File: src/rtl/clock_pkg.sv
`default_nettype none
// ============================================================================
//  Module      : clock_pkg
//  Description : Shared constants, field encoding and edit-FSM state type for
//                the time-of-day clock and its time-entry controller.
//  Revision    : 1.0  initial release
// ============================================================================
package clock_pkg;

    // Field widths
    localparam int SEC_W  = 6;
    localparam int MIN_W  = 6;
    localparam int HOUR_W = 5;

    // Largest legal value of each field
    localparam int SEC_MAX  = 59;
    localparam int MIN_MAX  = 59;
    localparam int HOUR_MAX = 23;

    // Encoding of the active-field indicator
    localparam int         FIELD_W    = 2;
    localparam logic [1:0] FIELD_NONE = 2'd0;
    localparam logic [1:0] FIELD_HOUR = 2'd1;
    localparam logic [1:0] FIELD_MIN  = 2'd2;
    localparam logic [1:0] FIELD_SEC  = 2'd3;

    // Time-entry controller states
    typedef enum logic [2:0] {
        ST_IDLE      = 3'd0,
        ST_EDIT_HOUR = 3'd1,
        ST_EDIT_MIN  = 3'd2,
        ST_EDIT_SEC  = 3'd3,
        ST_COMMIT    = 3'd4
    } state_t;

    // Field indicator shown for a given state (IDLE/COMMIT show none)
    function automatic logic [1:0] state_to_field(input state_t s);
        case (s)
            ST_EDIT_HOUR: return FIELD_HOUR;
            ST_EDIT_MIN:  return FIELD_MIN;
            ST_EDIT_SEC:  return FIELD_SEC;
            default:      return FIELD_NONE;
        endcase
    endfunction

    // True for the three editing states
    function automatic logic is_edit(input state_t s);
        return (s == ST_EDIT_HOUR) || (s == ST_EDIT_MIN) || (s == ST_EDIT_SEC);
    endfunction

endpackage : clock_pkg
`default_nettype wire

File: src/rtl/field_stepper.sv
`default_nettype none
// ============================================================================
//  Module      : field_stepper
//  Description : Combinational wrap-around +1/-1 stepper for one time field,
//                plus an out-of-range clamp used when loading a fresh value.
//  Revision    : 1.0  initial release
// ============================================================================
module field_stepper #(
    parameter int W   = 6,
    parameter int MAX = 59
) (
    input  logic [W-1:0] value,      // current staged value
    input  logic         inc,        // step up request
    input  logic         dec,        // step down request
    input  logic [W-1:0] load_val,   // raw value to be loaded
    output logic [W-1:0] step_val,   // value after the requested step
    output logic [W-1:0] clamp_val   // load_val, or 0 when it exceeds MAX
);

    localparam logic [W-1:0] C_MAX = W'(MAX);

    // Simultaneous inc and dec cancel out and leave the value unchanged
    always_comb begin
        step_val = value;
        if (inc && !dec) begin
            step_val = (value == C_MAX) ? '0 : value + W'(1);
        end else if (dec && !inc) begin
            step_val = (value == '0) ? C_MAX : value - W'(1);
        end
    end

    assign clamp_val = (load_val > C_MAX) ? '0 : load_val;

endmodule : field_stepper
`default_nettype wire

File: src/rtl/time_setter.sv
`default_nettype none
// ============================================================================
//  Module      : time_setter
//  Description : Button-driven time-entry controller. Captures the running
//                time, lets the user step hour/minute/second with wrap, and
//                loads the Clock with a single set strobe on commit. An idle
//                edit is abandoned after TIMEOUT_CYCLES without a strobe.
//  Revision    : 1.0  initial release
// ============================================================================
module time_setter
    import clock_pkg::*;
#(
    parameter int TIMEOUT_CYCLES = 1000
) (
    input  logic              clk,
    input  logic              reset,
    input  logic              mode_btn,
    input  logic              inc_btn,
    input  logic              dec_btn,
    input  logic [SEC_W-1:0]  sec_cur,
    input  logic [MIN_W-1:0]  min_cur,
    input  logic [HOUR_W-1:0] hour_cur,
    output logic [SEC_W-1:0]  sec_in,
    output logic [MIN_W-1:0]  min_in,
    output logic [HOUR_W-1:0] hour_in,
    output logic              set,
    output logic              editing,
    output logic [FIELD_W-1:0] field
);

    localparam int               CNT_W    = $clog2(TIMEOUT_CYCLES);
    localparam logic [CNT_W-1:0] CNT_LAST = CNT_W'(TIMEOUT_CYCLES - 1);

    state_t              r_state;
    state_t              w_state_nxt;
    logic [CNT_W-1:0]    r_cnt;
    logic [CNT_W-1:0]    w_cnt_nxt;

    logic [SEC_W-1:0]    w_sec_nxt;
    logic [MIN_W-1:0]    w_min_nxt;
    logic [HOUR_W-1:0]   w_hour_nxt;
    logic                w_set_nxt;
    logic                w_editing_nxt;
    logic [FIELD_W-1:0]  w_field_nxt;

    logic [SEC_W-1:0]    w_sec_step;
    logic [SEC_W-1:0]    w_sec_clamp;
    logic [MIN_W-1:0]    w_min_step;
    logic [MIN_W-1:0]    w_min_clamp;
    logic [HOUR_W-1:0]   w_hour_step;
    logic [HOUR_W-1:0]   w_hour_clamp;

    logic                w_any_btn;

    assign w_any_btn = mode_btn | inc_btn | dec_btn;

    field_stepper #(.W(HOUR_W), .MAX(HOUR_MAX)) u_hour_step (
        .value    (hour_in),
        .inc      (inc_btn),
        .dec      (dec_btn),
        .load_val (hour_cur),
        .step_val (w_hour_step),
        .clamp_val(w_hour_clamp)
    );

    field_stepper #(.W(MIN_W), .MAX(MIN_MAX)) u_min_step (
        .value    (min_in),
        .inc      (inc_btn),
        .dec      (dec_btn),
        .load_val (min_cur),
        .step_val (w_min_step),
        .clamp_val(w_min_clamp)
    );

    field_stepper #(.W(SEC_W), .MAX(SEC_MAX)) u_sec_step (
        .value    (sec_in),
        .inc      (inc_btn),
        .dec      (dec_btn),
        .load_val (sec_cur),
        .step_val (w_sec_step),
        .clamp_val(w_sec_clamp)
    );

    // Next-state, staging, timeout and output decode; mode beats inc/dec
    always_comb begin
        w_state_nxt = r_state;
        w_cnt_nxt   = r_cnt;
        w_sec_nxt   = sec_in;
        w_min_nxt   = min_in;
        w_hour_nxt  = hour_in;

        case (r_state)
            ST_IDLE: begin
                w_cnt_nxt = '0;
                if (mode_btn) begin
                    w_hour_nxt  = w_hour_clamp;
                    w_min_nxt   = w_min_clamp;
                    w_sec_nxt   = w_sec_clamp;
                    w_state_nxt = ST_EDIT_HOUR;
                end
            end

            ST_EDIT_HOUR, ST_EDIT_MIN, ST_EDIT_SEC: begin
                if (w_any_btn) begin
                    w_cnt_nxt = '0;
                    if (mode_btn) begin
                        case (r_state)
                            ST_EDIT_HOUR: w_state_nxt = ST_EDIT_MIN;
                            ST_EDIT_MIN:  w_state_nxt = ST_EDIT_SEC;
                            default:      w_state_nxt = ST_COMMIT;
                        endcase
                    end else begin
                        case (r_state)
                            ST_EDIT_HOUR: w_hour_nxt = w_hour_step;
                            ST_EDIT_MIN:  w_min_nxt  = w_min_step;
                            default:      w_sec_nxt  = w_sec_step;
                        endcase
                    end
                end else if (r_cnt == CNT_LAST) begin
                    // Abandon the edit; staged values are left as they are
                    w_cnt_nxt   = '0;
                    w_state_nxt = ST_IDLE;
                end else begin
                    w_cnt_nxt = r_cnt + CNT_W'(1);
                end
            end

            ST_COMMIT: begin
                w_cnt_nxt   = '0;
                w_state_nxt = ST_IDLE;
            end

            default: begin
                w_cnt_nxt   = '0;
                w_state_nxt = ST_IDLE;
            end
        endcase

        w_set_nxt     = (w_state_nxt == ST_COMMIT);
        w_editing_nxt = is_edit(w_state_nxt);
        w_field_nxt   = state_to_field(w_state_nxt);
    end

    // State, counter and all outputs registered; reset overrides everything
    always_ff @(posedge clk) begin
        if (reset) begin
            r_state <= ST_IDLE;
            r_cnt   <= '0;
            sec_in  <= '0;
            min_in  <= '0;
            hour_in <= '0;
            set     <= 1'b0;
            editing <= 1'b0;
            field   <= FIELD_NONE;
        end else begin
            r_state <= w_state_nxt;
            r_cnt   <= w_cnt_nxt;
            sec_in  <= w_sec_nxt;
            min_in  <= w_min_nxt;
            hour_in <= w_hour_nxt;
            set     <= w_set_nxt;
            editing <= w_editing_nxt;
            field   <= w_field_nxt;
        end
    end

endmodule : time_setter
`default_nettype wire

File: config.mk
export PLATFORM = sky130hd
export DESIGN_NAME = time_setter
export DESIGN_NICKNAME = d
export VERILOG_FILES = /design/src/rtl/clock_pkg.sv /design/src/rtl/field_stepper.sv /design/src/rtl/time_setter.sv
export SDC_FILE = /design/constraint.sdc
export NUM_CORES = 1
export LEC_CHECK = 0
export CAP_MARGIN = 20
export CORE_ASPECT_RATIO = 1.25
export CORE_MARGIN = 3
export CORE_UTILIZATION = 45
export CTS_BUF_LIST = sky130_fd_sc_hd__clkbuf_8 sky130_fd_sc_hd__clkbuf_16
export DETAILED_ROUTE_END_ITERATION = 16
export GPL_TIMING_DRIVEN = 0
export PLACE_DENSITY = 0.81
export REMOVE_ABC_BUFFERS = 1
export SYNTH_ARGS = -nofsm -noshare
export SYNTH_HDL_FRONTEND = slang
export SYNTH_HIERARCHICAL = 1
export SYNTH_SLANG_ARGS = --single-unit
File: constraint.sdc
create_clock -name clk -period 2.1 [get_ports clk]
set_input_delay 0.315 -clock clk [delete_from_list [all_inputs] [get_ports clk]]
set_output_delay 0.315 -clock clk [all_outputs]
set_load 0.03 [all_outputs]
==> run metrics <==
Vias/cell=5.93; Initial Utilization=0.467; post-route ant nets=0; Synth top area share=0.251; critical path startpoint category=flip-flop; CTS sink count=34; syn_area_per_cell=between 8 and 9 µm²; dpl cells=419; post-synthesis cell type count=64; WHS Endpoint=r_cnt[0]; Met2 Wirelength=2960 µm; RR Endpoint=sec_in[3]; vias in the first global route=2338; Overflow after GRT=0; largest net degree at the start of global routing=28; Post-Layout Cell Count=428; WS Path Type=flip-flop to flip-flop; Peak Freq=503 MHz; Max IR drop VDD=0.468 mV; NumNets Final=392; max_slew headroom=0.383; hpwl dp=between 4000 and 5000 µm; Seq/Total Area, Yosys=0.251; met1 wire length=about 2800 µm; first drt pass iteration count=4; GRT Total Usage=0.184; Fillers=about 550; hold wc startpoint=r_cnt[0]; Synth Cell Area=between 0.002 and 0.003 mm²; H-Tree Depth=2; synth warn=6; Gate Count Post-Synth=332; slew at the pin closest to its max-slew limit=between 0.9 and 1 ns; total power=1980 µW; clk_skew=0.00124 ns; Met3 Wirelength=229 µm; flop and latch count out of synthesis=34; pwr dens=626 mW/mm²; clock slew at reported path FFs=0.07 ns; top post-synthesis cells by count=dfxtp_1 (34), nor2_1 (34), a21oi_1 (21); Vias=about 2500; chip height=~93 µm; Num CTS Buffers=5; TNS Setup=0 ns; combinational share of power=0.343; Iter 0 DRT Violations=~160; die width=75.5 µm; min cycle time layout=1.99 ns; Final Max Tran Viols=0; share of cells above drive strength 1=0.0829; outcome=completed; clock share of power=0.256; Seq pwr share=0.401; area delta synth->final=16.4%; Setup crit end kind=flip-flop; number of synthesized flops with an enable pin=0; initial antenna violation count=0; CP Max Fanout=9; Pint=between 1000 and 1500 µW; setup slack, reg-to-reg=0.11 ns; post-route cell area=around 0.0032 mm²; core box area=0.00582 mm²; worst skew pair latency=approximately 0.29 ns; Worst Path Arrival=2.18 ns; Synth async-reset ratio=0; Rows=31; Hold Crit Depth=1; Port Buffers=42; drt drc=0; FF-to-FF Start=sec_in[0]; # setup viols final=0; routed wire length=6090 µm; leakage=about 0.0012 µW; cell accounting for the most synthesized area=dfxtp_1; R2R cell count=8; part of the cycle the worst path needs=0.947; max layer used=met4; Most used DFF post-synth=dfxtp_1; antenna diode count=0; Fin. Hold Viols=0; drt wl/cell=~14 µm; CTS max path bufs=2; RePlAce Congestion=0.791; Max-Cap Viols=0; CTS tree=yes; Hold Crit Class=flip-flop to flip-flop; Placement Cell Area=0.00305 mm²; Net Switching=709 µW; DIE AREA=0.00701 mm²; switch share=0.358; num ports=between 40 and 50; largest cells by area after synthesis=dfxtp_1 (25%), mux2i_1 (7.4%), nor2_1 (4.7%), and2_1 (4.1%), ha_1 (4.1%); Critical Path RT=2.29 ns; global-route wire length before repair=around 10000 µm; Clock Tree Root=clkbuf_8
## state kept, by name (all words and copies together) (netlist names)
register  cells
min_in        6
editing       1
set           1
r_state       3
hour_in       5
field         2
r_cnt        10
sec_in        6
## final cells by class
class | count | area [µm²] | area share
Clock buffer | 6 | 82.6 | 0.0261
Tap cell | 66 | 82.6 | 0.0261
Clock inverter | 2 | 12.5 | 0.00396
Timing Repair Buffer | 43 | 424 | 0.134
Sequential cell | 34 | 683 | 0.216
Inverter | 10 | 37.5 | 0.0119
Multi-Input combinational cell | 267 | 1840 | 0.582
## metrics by stage
| stage | setup slack [ns] | hold slack, ns | utilization |
|---|---|---|---|
| after global placement | -0.842 | 0.428 | 0.525 |
| final | 0.111 | 0.450 | 0.543 |
| after detailed placement | -0.888 | 0.444 | 0.525 |
| after CTS | 0.0332 | 0.454 | 0.542 |
| after global routing | -0.0132 | 0.489 | 0.543 |
| after floorplan | 0.118 | 0.383 | - |
## critical path, cell delays in order (launching register included)
cell	delay (ns)
dfxtp_2	0.37
inv_1	0.11
ha_1	0.17
nor2b_2	0.20
a211oi_1	0.09
or4_1	0.53
o21ai_1	0.10
mux2i_1	0.09
a211oi_1	0.24
## cell families (layout without fill, tap and decap cells)
logic type / after synthesis / in the layout / share of synthesized area
xor+xnor: 14 / 14 / 0.0452
simple gates: 140 / 140 / 0.289
compound gates: 83 / 83 / 0.221
mux: 21 / 21 / 0.0779
buf+inv: 31 / 61 / 0.0742
flops: 34 / 34 / 0.251
fa+ha+maj: 9 / 9 / 0.0415
## how the worst max path moves through the flow
| stage | startpoint | to | slack [ns] | cells after the start |
|---|---|---|---|---|
| floorplan | sec_in[0] | sec_in[3] | 0.12 | 8 |
| global placement | dec_btn | hour_in[0] | -0.84 | 7 |
| detailed placement | dec_btn | hour_in[3] | -0.89 | 7 |
| CTS | sec_in[0] | sec_in[3] | 0.03 | 8 |
| global route | hour_in[0] | hour_in[3] | -0.01 | 8 |
| finish | sec_in[0] | sec_in[3] | 0.11 | 8 |
## power groups by stage
stage               combinational (µW)  sequential, µW  clock [µW]
finish                             679             793         507
detailed placement                 670             805           0
global placement                   654             804           0
floorplan                          374             864           0
CTS                                675             791         521
global route                       743             808         544
## timing repair
item,CTS,global route
pin swaps,0,1
hold buffers,0,0
buffers inserted,0,1
resized for setup,7,6
setup endpoints to repair,27,12
## cell usage in the layout (no fill, tap or decap), drive strengths merged, types with 3 or more instances in the layout
master,count
nand2,19
a311oi,11
nor2,35
nand4b,4
nor3b,6
clkdlybuf4s50,40
o21ai,10
nand3,9
a211oi,8
nor3,12
o21a,4
nor4,6
nor2b,10
and3,4
clkbuf,6
a31oi,4
a21oi,21
mux2i,20
ha,9
dfxtp,34
nand2b,3
xnor2,5
and2,19
nand4,5
xor2,9
inv,10
## metal layers
layer	vias up	GRT usage
li1	1283	-
met1	1195	0.232
met2	50	0.305
met3	12	0.0347
met4	0	0.0671
met5	-	0
No activity file was read; power rests on OpenSTA's default activity.
